## src/rtl/srt4_post_processing.sv

```systemverilog
// SRT radix-4 divider final stage: remainder sign fix, quotient conversion, de-normalisation.
// Optional SRT4_POST_SIGNED_EN adds a SIGN state applying result negation.
module srt4_post_processing #(
    parameter int DW = 32,
    parameter int RW = DW + 6
) (
    input  logic            clk,
    input  logic            rst,
    input  logic            in_valid,
    output logic            in_ready,
    input  logic [DW+1:0]   q_pos,
    input  logic [DW+1:0]   q_neg,
    input  logic [RW-1:0]   rem_in,
    input  logic [DW+2:0]   divisor_star,
    input  logic [DW/2-1:0] recovery,
    input  logic [DW-1:0]   dividend,
`ifdef SRT4_POST_SIGNED_EN
    input  logic            quot_neg,
    input  logic            rem_neg,
`endif
    output logic            out_valid,
    input  logic            out_ready,
    output logic [DW-1:0]   quotient,
    output logic [DW-1:0]   remainder,
    output logic            busy
);
    localparam int SW = DW/2 + 1;

    typedef enum logic [2:0] {
        IDLE    = 3'd0,
        CORRECT = 3'd1,
        NORM    = 3'd2,
`ifdef SRT4_POST_SIGNED_EN
        SIGN    = 3'd3,
`endif
        DONE    = 3'd4
    } state_t;

    state_t state, next_state;

    logic [DW+1:0]   q_pos_r, q_neg_r, q_c;
    logic [RW-1:0]   rem_r, r_c;
    logic [DW+2:0]   div_r;
    logic [DW/2-1:0] rec_r;
    logic [DW-1:0]   dvd_r;
`ifdef SRT4_POST_SIGNED_EN
    logic            qn_r, rn_r;
    logic [DW-1:0]   quot_n, rem_n;
`endif

    logic [DW+1:0] q_raw;
    logic [RW-1:0] div_ext, r_sh;
    logic [SW-1:0] shamt;
    logic          rec_zero;
    logic          unused_bits;

    assign q_raw    = q_pos_r - q_neg_r;
    assign div_ext  = {{(RW-DW-3){1'b0}}, div_r};
    // remainder is scaled by 2^(DW+1-recovery); undo that here
    assign shamt    = SW'(DW + 1) - {1'b0, rec_r};
    assign r_sh     = r_c >> shamt;
    assign rec_zero = (rec_r == '0);
    assign unused_bits = ^{q_c[DW+1:DW], r_sh[RW-1:DW]};

    assign in_ready  = (state == IDLE);
    assign out_valid = (state == DONE);
    assign busy      = (state != IDLE);

    always_ff @(posedge clk) begin
        if (rst) state <= IDLE;
        else     state <= next_state;
    end

    always_comb begin
        next_state = state;
        case (state)
            IDLE:    if (in_valid) next_state = CORRECT;
            CORRECT: next_state = NORM;
`ifdef SRT4_POST_SIGNED_EN
            NORM:    next_state = SIGN;
            SIGN:    next_state = DONE;
`else
            NORM:    next_state = DONE;
`endif
            DONE:    if (out_ready) next_state = IDLE;
            default: next_state = IDLE;
        endcase
    end

    always_ff @(posedge clk) begin
        if (rst) begin
            q_pos_r   <= '0;
            q_neg_r   <= '0;
            rem_r     <= '0;
            div_r     <= '0;
            rec_r     <= '0;
            dvd_r     <= '0;
            r_c       <= '0;
            q_c       <= '0;
            quotient  <= '0;
            remainder <= '0;
`ifdef SRT4_POST_SIGNED_EN
            qn_r      <= 1'b0;
            rn_r      <= 1'b0;
            quot_n    <= '0;
            rem_n     <= '0;
`endif
        end else begin
            case (state)
                IDLE: if (in_valid) begin
                    q_pos_r <= q_pos;
                    q_neg_r <= q_neg;
                    rem_r   <= rem_in;
                    div_r   <= divisor_star;
                    rec_r   <= recovery;
                    dvd_r   <= dividend;
`ifdef SRT4_POST_SIGNED_EN
                    qn_r    <= quot_neg;
                    rn_r    <= rem_neg;
`endif
                end
                CORRECT: begin
                    // negative remainder overshot by one divisor: add it back, drop one quotient unit
                    if (rem_r[RW-1]) begin
                        r_c <= rem_r + div_ext;
                        q_c <= q_raw - 1'b1;
                    end else begin
                        r_c <= rem_r;
                        q_c <= q_raw;
                    end
                end
`ifdef SRT4_POST_SIGNED_EN
                NORM: begin
                    quot_n <= rec_zero ? '1    : q_c[DW-1:0];
                    rem_n  <= rec_zero ? dvd_r : r_sh[DW-1:0];
                end
                SIGN: begin
                    if (rec_zero) begin
                        quotient  <= quot_n;
                        remainder <= rem_n;
                    end else begin
                        quotient  <= qn_r ? (~quot_n + 1'b1) : quot_n;
                        remainder <= rn_r ? (~rem_n + 1'b1)  : rem_n;
                    end
                end
`else
                NORM: begin
                    quotient  <= rec_zero ? '1    : q_c[DW-1:0];
                    remainder <= rec_zero ? dvd_r : r_sh[DW-1:0];
                end
`endif
                default: ;
            endcase
        end
    end
endmodule

```

## config.mk

```make
export PLATFORM = sky130hd
export DESIGN_NAME = srt4_post_processing
export DESIGN_NICKNAME = d
export VERILOG_FILES = /design/src/rtl/srt4_post_processing.sv
export SDC_FILE = /design/constraint.sdc
export NUM_CORES = 1
export LEC_CHECK = 0
export BUFFER_PORTS_ARGS = -buffer_cell sky130_fd_sc_hd__buf_4
export CAP_MARGIN = 20
export CORE_UTILIZATION = 54
export CTS_BUF_LIST = sky130_fd_sc_hd__clkbuf_2 sky130_fd_sc_hd__clkbuf_4 sky130_fd_sc_hd__clkbuf_8
export DETAILED_ROUTE_END_ITERATION = 8
export GPL_TIMING_DRIVEN = 0
export PLACE_DENSITY = 0.85
export SKIP_LAST_GASP = 1
export SLEW_MARGIN = 20
export SYNTH_ARGS = -nofsm -noshare
export SYNTH_HDL_FRONTEND = slang
export SYNTH_SLANG_ARGS = --single-unit
```

## constraint.sdc

```tcl
create_clock -name clk -period 3.74 [get_ports clk]
set_clock_uncertainty 0.05 [all_clocks]
set_input_delay 0.187 -clock clk [delete_from_list [all_inputs] [get_ports clk]]
set_output_delay 0.187 -clock clk [all_outputs]
set_load 0.03 [all_outputs]
```

== Word-level counts from Yosys, hierarchy flattened ==
Cells that the tools add are included.

* Input port bits: 193
* Logic and storage cells: 33
* Bits in registers: 322
* Output and inout port bits: 67

* $add $sub $neg: 4
* Eq/ne operators: 5
* Shift operators: 1
* Mux-type cells: 7
* Reduce and logical (&&, ||, !) cells: 5

{| class="wikitable"
|+ Operator list
! cell !! number
|-
| $mux W32 || 3
|-
| $add A38 B35 Y38 || 1
|-
| $mux W38 || 1
|-
| $shr A38 B17 Y32 || 1
|-
| $sub A32 B1 Y32 const B || 1
|-
| $sub A32 B32 Y32 || 1
|-
| $sub A6 B16 Y17 const A || 1
|-
| $logic_not A16 Y1 || 1
|-
| $pmux W3 S4 || 1
|-
| $mux W3 || 2
|-
| $reduce_and A2 Y1 || 2
|-
| $eq A3 B1 Y1 const B || 1
|-
| $eq A3 B2 Y1 const B || 1
|-
| $eq A3 B3 Y1 const B || 1
|-
| $logic_not A3 Y1 || 1
|-
| $reduce_bool A3 Y1 || 1
|-
| $ne A2 B1 Y1 const B || 1
|-
| $ne A2 B2 Y1 const B || 1
|}

== Depth between registers and ports, before layout ==
Gate-level depths: netlist of run 1.

* Word-level depth: 3
* Depth in mapped cells: 15
* Mapped depth without buffers: 15

== Worst setup path after synthesis of run 1 ==
OpenSTA, ideal clock, no wires.

* Path type: reg2reg
* From: reg q_pos_r[0]
* To: reg q_c[31]
* Slack: 0.171 ns
* Data required time: 3.558 ns
* Library setup time: 0.132 ns
* Cell stages (with the launch flop): 16
* Arrival: 3.387 ns
* Period minus slack after synthesis: 3.569 ns
* Path buffers: 1
* Cells stage by stage: dfxtp_1 > inv_1 > ha_1 > inv_1 > fa_1 > a211oi_4 > o211ai_2 > a31o_1 > a21oi_2 > xnor2_1 > or4_4 > buf_6 > nor4_1 > nand4_1 > xnor2_1 > a21oi_1

* Cells in the longest elaborated chain, start to end: 3

{| class="wikitable"
|+ Ends and longest elaborated chain
! element !! line !! source
|-
| start: declaration || 41 || <nowiki>logic [DW+1:0] q_pos_r, q_neg_r, q_c;</nowiki>
|-
| start signal: assignment || 111 || <nowiki>q_pos_r <= q_pos;</nowiki>
|-
| $sub A32 B32 Y32 * || 57 || <nowiki>assign q_raw = q_pos_r - q_neg_r;</nowiki>
|-
| $sub A32 B1 Y32 || 126 || <nowiki>q_c <= q_raw - 1'b1;</nowiki>
|-
| $mux W32 * || 124 || <nowiki>if (rem_r[RW-1]) begin</nowiki>
|-
| end signal: assignment || 126 ||
|-
| end signal: assignment || 129 || <nowiki>q_c <= q_raw;</nowiki>
|-
| end: declaration || 41 ||
|}

Every way passes the cells marked *; elsewhere a longest branch is shown, timed or not.
A chain may end at the register's enable or synchronous reset.

== Worst setup path after layout of run 1 ==
* From: reg q_pos_r[0]
* To: reg q_c[23]

The elaborated chain is that of the path after synthesis.

==> impl_metrics.csv, run 1 <==
group,metric,value,unit
synthesis,synthTopCellsByArea,"dfxtp_1 35%, nand2_1 9.8%, a21oi_1 8.2%",
drt,vias_per_cell,6.15,
synthesis,synth.most_common_cell,"nand2_1",
drt,drtAntennaViolNets,0,
clock_network,cts_tree,"built",
synthesis,ys_ff_latch,322,
die,dieHeight,187,um
place,gp_congestion,1.05,
die,die-area,35100,um^2
synthesis,seq_area_frac_synth,0.348,
place,portBuffers,255,
drt,drc_errors,0,
clock_network,cts.sinks,322,
global_routing,grt_pass1_vias,20500,
synthesis,synth-edff-count,0,
finish,syn2layout_area_growth,32.4,%
worst_setup_path,worstPathArrival,4230,ps
sta,fin_crit,3710,ps
clock_network,cts_buffers,54,
synthesis,netlist_top_cells_count,"486 x nand2_1, 322 x dfxtp_1, 303 x a21oi_1",
finish,layout.cells.non_filler,3403,
synthesis,synthFlopType,"dfxtp_1",
synthesis,syn-mean-instance-area,7.73,um^2
worst_setup_path,crit_path_top_delay_cell,"or4_4",
power,powerDensity,437,nW/um^2
sta,relSlewSlack,0.162,
power,peakVddDrop,327,uV
drt,vias,20900,
finish,final_core_util,0.729,
die,start_util,0.550,
synthesis,synth_top_area_share,0.348,
run,drv_cap,0,
sta,rsz0062_at_grt,"true",
finish,nets,3172,
clock_network,htree_num_levels,2,
worst_setup_path,worstSetupPathType,"register to register",
global_routing,gr-total-overflow,0,
synthesis,synth_largest_area_cell,"dfxtp_1",
worst_setup_path,slowest_delay,570,ps
global_routing,grt_pass1_wl,111,mm
die,fp.dieW,187,um
synthesis,synthDistinctLibCells,93,
synthesis,synth_nets,2661,
clock_network,clockRootBuffer,"clkbuf_8",
sta,fin_crit_sh,0.992,
worst_setup_path,end_kind,"register",
power,power,10.7,mW
synthesis,syn-instance-count,2398,
worst_setup_path,cp.required,4260,ps
synthesis,synthArstFlopShare,0,
sta,worst_pin_slew,1260,ps
worst_setup_path,path_cells,"inv_2 -> ha_4 -> inv_2 -> fa_2 -> a211oi_4 -> o211ai_2 -> a31o_1 -> a21oi_2 -> xnor2_2 -> or4_4 -> nor4_4 -> nand3_2 -> xnor2_2 -> a211oi_2",
clock_network,clock_path_buffers,3,
sta,slew_viol_final,0,
place,post-place-ws,-894,ps
drt,first_pass_iters,8,
global_routing,antenna_found_initial,3,
place,dp_cells,3101,
worst_setup_path,cp_max_fo,6,
run_status,outcome,"finished clean",
sta,fmax,269,MHz
drt,wl_per_cell,21.1,um
min_path,min_path_type,"input pin to register",
synthesis,syn_area,18500,um^2
place,hpwlAfterDp,49.3,mm
finish,nFillCells,2472,
clock_network,clkLatencyLatePin,660,ps
sta,hold_viol,0,
global_routing,grt_max_degree,15,
sta,setup_ws,28.4,ps
power,p_leak,9.92,nW
worst_setup_path,cp-start-kind,"register",
clock_network,clk_pin_slew,70,ps
sta,finalSetupTns,0,ps
die,core_area,33700,um^2
sta,final-setup-viol-count,0,
finish,drive_gt1_frac,0.176,
drt,wirelength,71.7,mm
die,io_pins,260,
global_routing,globalRouteTotalUtil,0.399,
synthesis,yosysWarnings,0,
die,fp-row-count,67,
drt,drt-initial-drc-count,2082,
layout make-up:
cell class	instances	area [um^2]	share of cell area
inverters	65	244	0.00994
plain buffers	171	831	0.0338
flip-flops and latches	322	6450	0.263
clock inverters	18	161	0.00657
well taps	448	561	0.0228
clock buffers	80	1020	0.0415
diodes	4	10.0	0.000408
repair buffers	458	3910	0.159
multi-input cells	1837	11400	0.463
layer usage:
layer	track usage	vias to the layer above	routed length, um
met5	0	-	0
met4	0.228	0	4130
met3	0.0715	267	6440
met2	0.640	1238	32200
met1	0.504	9881	28900
li1	-	9547	-
repair_timing:
| action | 4_1_cts | 5_1_grt |
|---|---|---|
| buffers inserted | 6 | 10 |
| endpoints found under the hold margin | 187 | 0 |
| pin swaps | 12 | 27 |
| cloned | 0 | 0 |
| gates resized for setup | 31 | 62 |
| endpoints found under the setup margin | 47 | 37 |
| hold buffers | 187 | 0 |
worst paths after layout:
kind | slack [ps] | cells past startpoint | end | start
worst min register to register | 410 | 2 | q_c[20]$_SDFFE_PP0P_ | q_c[20]$_SDFFE_PP0P_
worst min-delay path | 270 | 4 | q_pos_r[28]$_SDFFE_PP0P_ | q_pos[28]
worst max register to register | 30 | 14 | q_c[23]$_SDFFE_PP0P_ | q_pos_r[0]$_SDFFE_PP0P_
worst max-delay path | 30 | 14 | q_c[23]$_SDFFE_PP0P_ | q_pos_r[0]$_SDFFE_PP0P_
where the power goes:
group | total (mW) | leakage, nW | switching (mW) | internal [mW]
Clock | 3.46 | 0.624 | 1.56 | 1.90
Combinational | 3.41 | 6.66 | 2.06 | 1.35
Sequential | 3.86 | 2.64 | 0.191 | 3.66
stage by stage:
stage | instance area [um^2] | hold WS, ps
2_1_floorplan | 18500 | 273
3_3_place_gp | 21000 | 383
3_5_place_dp | 21000 | 393
4_1_cts | 24300 | 235
5_1_grt | 24600 | 287
6_report | 24600 | 272
cell usage in the layout, fill, tap and decap left out, types with 67 or more instances in the layout:
cell type,count
dfxtp_1,320
ha_1,67
nor3_1,89
dlygate4sd3_1,187
nor2_1,160
o21ai_0,115
buf_4,274
clkbuf_8,73
clkbuf_1,128
nand2_1,486
a21oi_1,299
cell families (layout without fill, tap and decap cells):
family | Yosys count | count (layout) | share of synthesized area
adders and majority gates | 70 | 70 | 0.0480
and+or+nand+nor | 902 | 902 | 0.214
buffers and inverters | 239 | 792 | 0.0580
xor gates and xnor gates | 71 | 71 | 0.0335
other | 0 | 4 | 0
DFF | 322 | 322 | 0.348
AOI/OAI and AO/OA | 699 | 699 | 0.234
muxes | 95 | 95 | 0.0648
registers in the layout, summed over array words and instances (netlist names):
signal	count
q_c	32
remainder	32
dvd_r	32
div_r	35
rem_r	38
quotient	32
rec_r	16
q_pos_r	32
r_c	38
state	3
q_neg_r	32
critical path, delay by kind of cell (launching register included):
| family | cells | cell delay [ps] |
|---|---|---|
| compound gates | 5 | 1140 |
| xor+xnor | 2 | 300 |
| fa+ha+maj | 2 | 530 |
| buf+inv | 2 | 100 |
| flops | 1 | 330 |
| simple gates | 3 | 1160 |
No activity file was read; power rests on OpenSTA's default activity.
==> run 2, diff against run 1 <==
--- a/config.mk
+++ b/config.mk
@@ -7,7 +7,9 @@
 export LEC_CHECK = 0
 export BUFFER_PORTS_ARGS = -buffer_cell sky130_fd_sc_hd__buf_4
 export CAP_MARGIN = 20
-export CORE_UTILIZATION = 54
+export CELL_PAD_IN_SITES_DETAIL_PLACEMENT = 0
+export CELL_PAD_IN_SITES_GLOBAL_PLACEMENT = 1
+export CORE_UTILIZATION = 40
 export CTS_BUF_LIST = sky130_fd_sc_hd__clkbuf_2 sky130_fd_sc_hd__clkbuf_4 sky130_fd_sc_hd__clkbuf_8
 export DETAILED_ROUTE_END_ITERATION = 8
 export GPL_TIMING_DRIVEN = 0
==> run 2 against run 1 <==
Sequential share of layout area is 0.36 points lower. Final area is 1.4% higher. First-iteration DRC count is 30% lower. Routed wire length is 3.6% lower. Sequential power hardly changed. Worst hold slack better by 12 ps. Critical path depth stayed put. Utilization is 18 points lower. Largest power group unchanged. Combinational power hardly changed.
==> impl_metrics.csv, run 2 (synthesis results as in run 1) <==
group,metric,value,unit
power,power,10.8,mW
power,clock_power_share,0.329,
die,core_area,45600,um^2
die,dieHeight,217,um
finish,multiInputGateArea,11400,um^2
global_routing,grt_pass1_wl,105,mm
drt,vias,19500,
place,hpwlAfterDp,52.6,mm
finish,nFillCells,4350,
clock_network,clk_pin_slew,70,ps
sta,fin_crit,3630,ps
worst_setup_path,rrSetupSlack,110,ps
sta,relSlewSlack,0.236,
finish,final_core_util,0.546,
global_routing,grt_max_degree,15,
global_routing,grt_pass1_vias,18600,
sta,setup_ws,109,ps
global_routing,antenna_found_initial,0,
finish,most-common-layout-cells,"486 x nand2_1, 319 x dfxtp_1, 297 x a21oi_1",
place,gp_congestion,0.958,
power,pwr-share-comb,0.315,
drt,drtAntennaViolNets,0,
clock_network,clock_path_buffers,3,
worst_setup_path,worstSetupPathType,"register to register",
clock_network,cts.sinks,322,
power,internal-power,7.09,mW
place,portBuffers,255,
finish,layout_commonest_cell,"nand2_1",
run_status,outcome,"finished clean",
place,dp_cells,3253,
power,power.switching,3.72,mW
sta,finalSetupTns,0,ps
global_routing,gr-total-overflow,0,
sta,rsz0062_at_grt,"true",
run,drv_cap,0,
die,start_util,0.407,
power,p_leak,9.99,nW
place,post-place-ws,-1050,ps
finish,nets,3177,
power,sw_frac_of_total,0.344,
sta,hold_viol,0,
die,fp.dieW,217,um
drt,wl_per_cell,19.4,um
clock_network,cts_tree,"built",
global_routing,globalRouteTotalUtil,0.285,
sta,fin_crit_sh,0.971,
worst_setup_path,end_kind,"register",
worst_setup_path,cp-start-kind,"register",
finish,layout.cells.non_filler,3559,
finish,syn2layout_area_growth,34.2,%
sta,fmax,275,MHz
power,powerDensity,434,nW/um^2
drt,drc_errors,0,
finish,drive_gt1_frac,0.182,
drt,first_pass_iters,6,
worst_setup_path,worstPathArrival,4080,ps
clock_network,cts_buffers,54,
power,pwr-share-seq,0.356,
finish,regArea,6450,um^2
worst_setup_path,cp_max_fo,5,
min_path,min_path_type,"input pin to register",
clock_network,clockRootBuffer,"clkbuf_8",
sta,final-setup-viol-count,0,
power,peakVddDrop,236,uV
clock_network,htree_num_levels,2,
sta,worst_pin_slew,1150,ps
die,die-area,47200,um^2
finish,reg_top3,"r_c x38, rem_r x38, div_r x35",
drt,drt-initial-drc-count,1452,
die,fp-row-count,78,
drt,wirelength,69.1,mm
worst_setup_path,cp.required,4190,ps
die,io_pins,260,
drt,vias_per_cell,5.49,
sta,slew_viol_final,0,
clock_network,clkLatencyLatePin,650,ps
==> run 2: changes by cell type in the layout (fill, tap and decap cells not counted), sizes merged <==
cell	change
clkinv	-4
clkinvlp	-1
buf	+4
clkbuf	+9
diode	-3
bufinv	+1
inv	-2
==> run 2: power by group through the flow <==
stage / registers, mW / clock network (mW) / logic [mW]
final: 3.85 / 3.55 / 3.41
after global routing: 3.87 / 3.77 / 3.68
after CTS: 3.85 / 3.61 / 3.21
after detailed placement: 3.92 / 0 / 2.95
after global placement: 3.91 / 0 / 2.92
after floorplan: 3.91 / 0 / 1.97
==> run 2: critical path, cell delays in order (launching register included) <==
cell and delay (ps):
dfxtp_2 370, ha_4 150, inv_2 30, fa_2 400, a211oi_4 280, o211ai_2 160
buf_4 170, nand3b_1 90, a21oi_1 120, o311a_1 360, or4_1 530, a32oi_2 240
nand4_1 190, xnor2_2 250, a21oi_1 80
==> run 2: path summary, 6_finish.rpt <==
path | from | end | depth (start not counted)
max | q_neg_r[0]$_SDFFE_PP0P_ | q_c[31]$_SDFFE_PP0P_ | 14
min | q_pos[29] | q_pos_r[29]$_SDFFE_PP0P_ | 4
max reg2reg | q_neg_r[0]$_SDFFE_PP0P_ | q_c[31]$_SDFFE_PP0P_ | 14
min reg2reg | q_c[20]$_SDFFE_PP0P_ | q_c[20]$_SDFFE_PP0P_ | 2
==> run 2: timing repair <==
action                                  CTS  global route
pin swaps                                14            34
setup buffers                             8            13
hold buffers                            187             0
endpoints found under the hold margin   187             0
endpoints found under the setup margin   47            35
gates resized for setup                  41            68
==> run 2: metal layers <==
| metal | share of wire | global-route usage | vias to the layer above |
|---|---|---|---|
| met5 | 0 | 0 | - |
| li1 | - | - | 9563 |
| met4 | 0.034 | 0.0974 | 0 |
| met1 | 0.46 | 0.390 | 9253 |
| met2 | 0.45 | 0.454 | 607 |
| met3 | 0.055 | 0.0428 | 119 |
==> run 2: area by class of cell <==
cell class / instances / share of cell area
antenna: 1 / 0.000101
buffer: 171 / 0.0339
clock buffer: 88 / 0.0439
clock inverter: 12 / 0.00578
inverter: 65 / 0.00995
multi-input combinational: 1837 / 0.458
sequential: 322 / 0.259
tap: 600 / 0.0302
timing repair buffer: 463 / 0.159
==> run 2: stage by stage <==
| stage | area, um^2 | hold slack [ps] |
|---|---|---|
| final | 24900 | 284 |
| after global routing | 24900 | 264 |
| after CTS | 24500 | 234 |
| after detailed placement | 21200 | 393 |
| after global placement | 21200 | 383 |
| after floorplan | 18500 | 273 |
==> run 3, diff against run 2 <==
--- a/config.mk
+++ b/config.mk
@@ -14,6 +14,7 @@
 export DETAILED_ROUTE_END_ITERATION = 8
 export GPL_TIMING_DRIVEN = 0
 export PLACE_DENSITY = 0.85
+export SETUP_SLACK_MARGIN = 0.3
 export SKIP_LAST_GASP = 1
 export SLEW_MARGIN = 20
 export SYNTH_ARGS = -nofsm -noshare
==> run 3 against run 2 <==
Sequential share of layout area down 0.38 points. First-iteration DRC count shrank 4.5%. Final area grew 1.5%. Critical path depth stayed put. Global-route usage up 0.15 points. Combinational power is 5% higher. Fmax rose by 0.79%. Via count increased by 0.43%. Sequential power is essentially flat. Largest cell class unchanged. Largest power group unchanged.
==> impl_metrics.csv, run 3 (synthesis results as in run 1) <==
group,metric,value,unit
run_status,outcome,"finished clean",
drt,first_pass_iters,5,
power,peakVddDrop,267,uV
power,powerDensity,428,nW/um^2
sta,rsz0062_at_grt,"true",
global_routing,grt_pass1_wl,106,mm
die,start_util,0.407,
clock_network,clkLatencyLatePin,680,ps
global_routing,antenna_found_initial,1,
run,drv_cap,0,
clock_network,cts_tree,"built",
die,io_pins,260,
die,core_area,45600,um^2
finish,reg_top3,"r_c x38, rem_r x38, div_r x35",
die,fp-row-count,78,
worst_setup_path,cp_max_fo,7,
clock_network,clockRootBuffer,"clkbuf_8",
place,gp_congestion,0.965,
drt,wl_per_cell,19.3,um
sta,fmax,278,MHz
finish,drive_gt1_frac,0.199,
worst_setup_path,cp-start-kind,"register",
sta,slew_viol_final,0,
worst_setup_path,cp.required,4230,ps
finish,syn2layout_area_growth,36.2,%
sta,fin_crit,3600,ps
min_path,min_path_type,"input pin to register",
drt,vias_per_cell,5.50,
clock_network,cts_buffers,54,
die,dieHeight,217,um
place,portBuffers,255,
sta,fin_crit_sh,0.963,
sta,hold_viol,0,
worst_setup_path,worstSetupPathType,"register to register",
clock_network,clock_path_buffers,3,
worst_setup_path,end_kind,"register",
finish,final_core_util,0.554,
global_routing,grt_pass1_vias,19100,
clock_network,htree_num_levels,2,
drt,wirelength,68.9,mm
drt,drtAntennaViolNets,0,
finish,most-common-layout-cells,"484 x nand2_1, 319 x dfxtp_1, 294 x a21oi_1",
finish,layout_commonest_cell,"nand2_1",
global_routing,gr-total-overflow,0,
sta,final-setup-viol-count,0,
sta,finalSetupTns,0,ps
drt,vias,19600,
worst_setup_path,worstPathArrival,4090,ps
clock_network,clk_pin_slew,60,ps
die,die-area,47200,um^2
die,fp.dieW,217,um
drt,drc_errors,0,
sta,relSlewSlack,0.224,
sta,worst_pin_slew,1160,ps
clock_network,cts.sinks,322,
finish,nets,3195,
place,hpwlAfterDp,52.3,mm
power,p_leak,10.1,nW
global_routing,globalRouteTotalUtil,0.286,
drt,drt-initial-drc-count,1387,
global_routing,grt_max_degree,17,
run 3: cell count changes in the layout (fill, tap and decap cells not counted), moves of 4 or more:
cell      previous run  this run
xnor2_1             42        38
clkbuf_1           127       123
a211oi_1            48        42
o21ai_0            113       108
buf_4              277       292
a211oi_2             4        10
clkbuf_2            10        14
clkbuf_8            75        70
run 3: cell type report:
class,count,area (um^2)
inverters,65,248
clock inverters,11,134
clock buffers,83,1020
fillers,4232,20300
plain buffers,174,887
multi-input cells,1837,11700
repair buffers,478,4080
well taps,600,751
flip-flops and latches,322,6450
diodes,1,2.50
run 3: what timing repair did:
item                                    4_1_cts  5_1_grt
resized for setup                            85       87
setup buffers                                22       14
hold endpoints to repair                    187        0
hold buffers                                187        0
endpoints found under the setup margin       51       51
pin swaps                                    26       36
run 3: power breakdown:
part	switching, mW	internal (mW)	total, mW
clock	1.49	1.89	3.38
sequential	0.187	3.67	3.85
combinational	2.11	1.48	3.59
run 3: worst paths after layout:
| path | startpoint | to | slack, ps | depth (start not counted) |
|---|---|---|---|---|
| min | rem_in[6] | rem_r[6]$_SDFFE_PP0P_ | 260 | 4 |
| max reg2reg | q_neg_r[5]$_SDFFE_PP0P_ | q_c[31]$_SDFFE_PP0P_ | 140 | 14 |
| max | q_neg_r[5]$_SDFFE_PP0P_ | q_c[31]$_SDFFE_PP0P_ | 140 | 14 |
| min reg2reg | q_neg_r[27]$_SDFFE_PP0P_ | q_neg_r[27]$_SDFFE_PP0P_ | 410 | 2 |
run 3: per-stage QoR:
step	instance area, um^2	setup slack (ps)	power [mW]	hold WS [ps]	std cells
6_report	25300	138	10.8	257	3571
2_1_floorplan	18600	299	5.88	273	2398
3_3_place_gp	21200	-909	6.83	382	3253
5_1_grt	25300	-25.8	11.3	245	3571
3_5_place_dp	21200	-764	6.87	393	3253
4_1_cts	24800	146	10.6	207	3556
run 3: routing by layer:
metal | part of all wire | global-route usage | vias to the layer above
met5 | 0 | 0 | -
met4 | 0.030 | 0.0962 | 0
met3 | 0.051 | 0.0390 | 111
met2 | 0.45 | 0.462 | 577
met1 | 0.47 | 0.390 | 9329
li1 | - | - | 9609
run 3: critical path, cell delays in order (launching register included):
cell	delay [ps]
dfxtp_1	330
inv_1	50
ha_1	260
buf_2	200
nor3_1	90
or2_2	360
o31ai_4	340
a21boi_2	120
xnor2_1	230
or4_4	460
buf_8	160
nor4_4	330
nand4_1	200
xnor2_2	210
a21oi_1	80
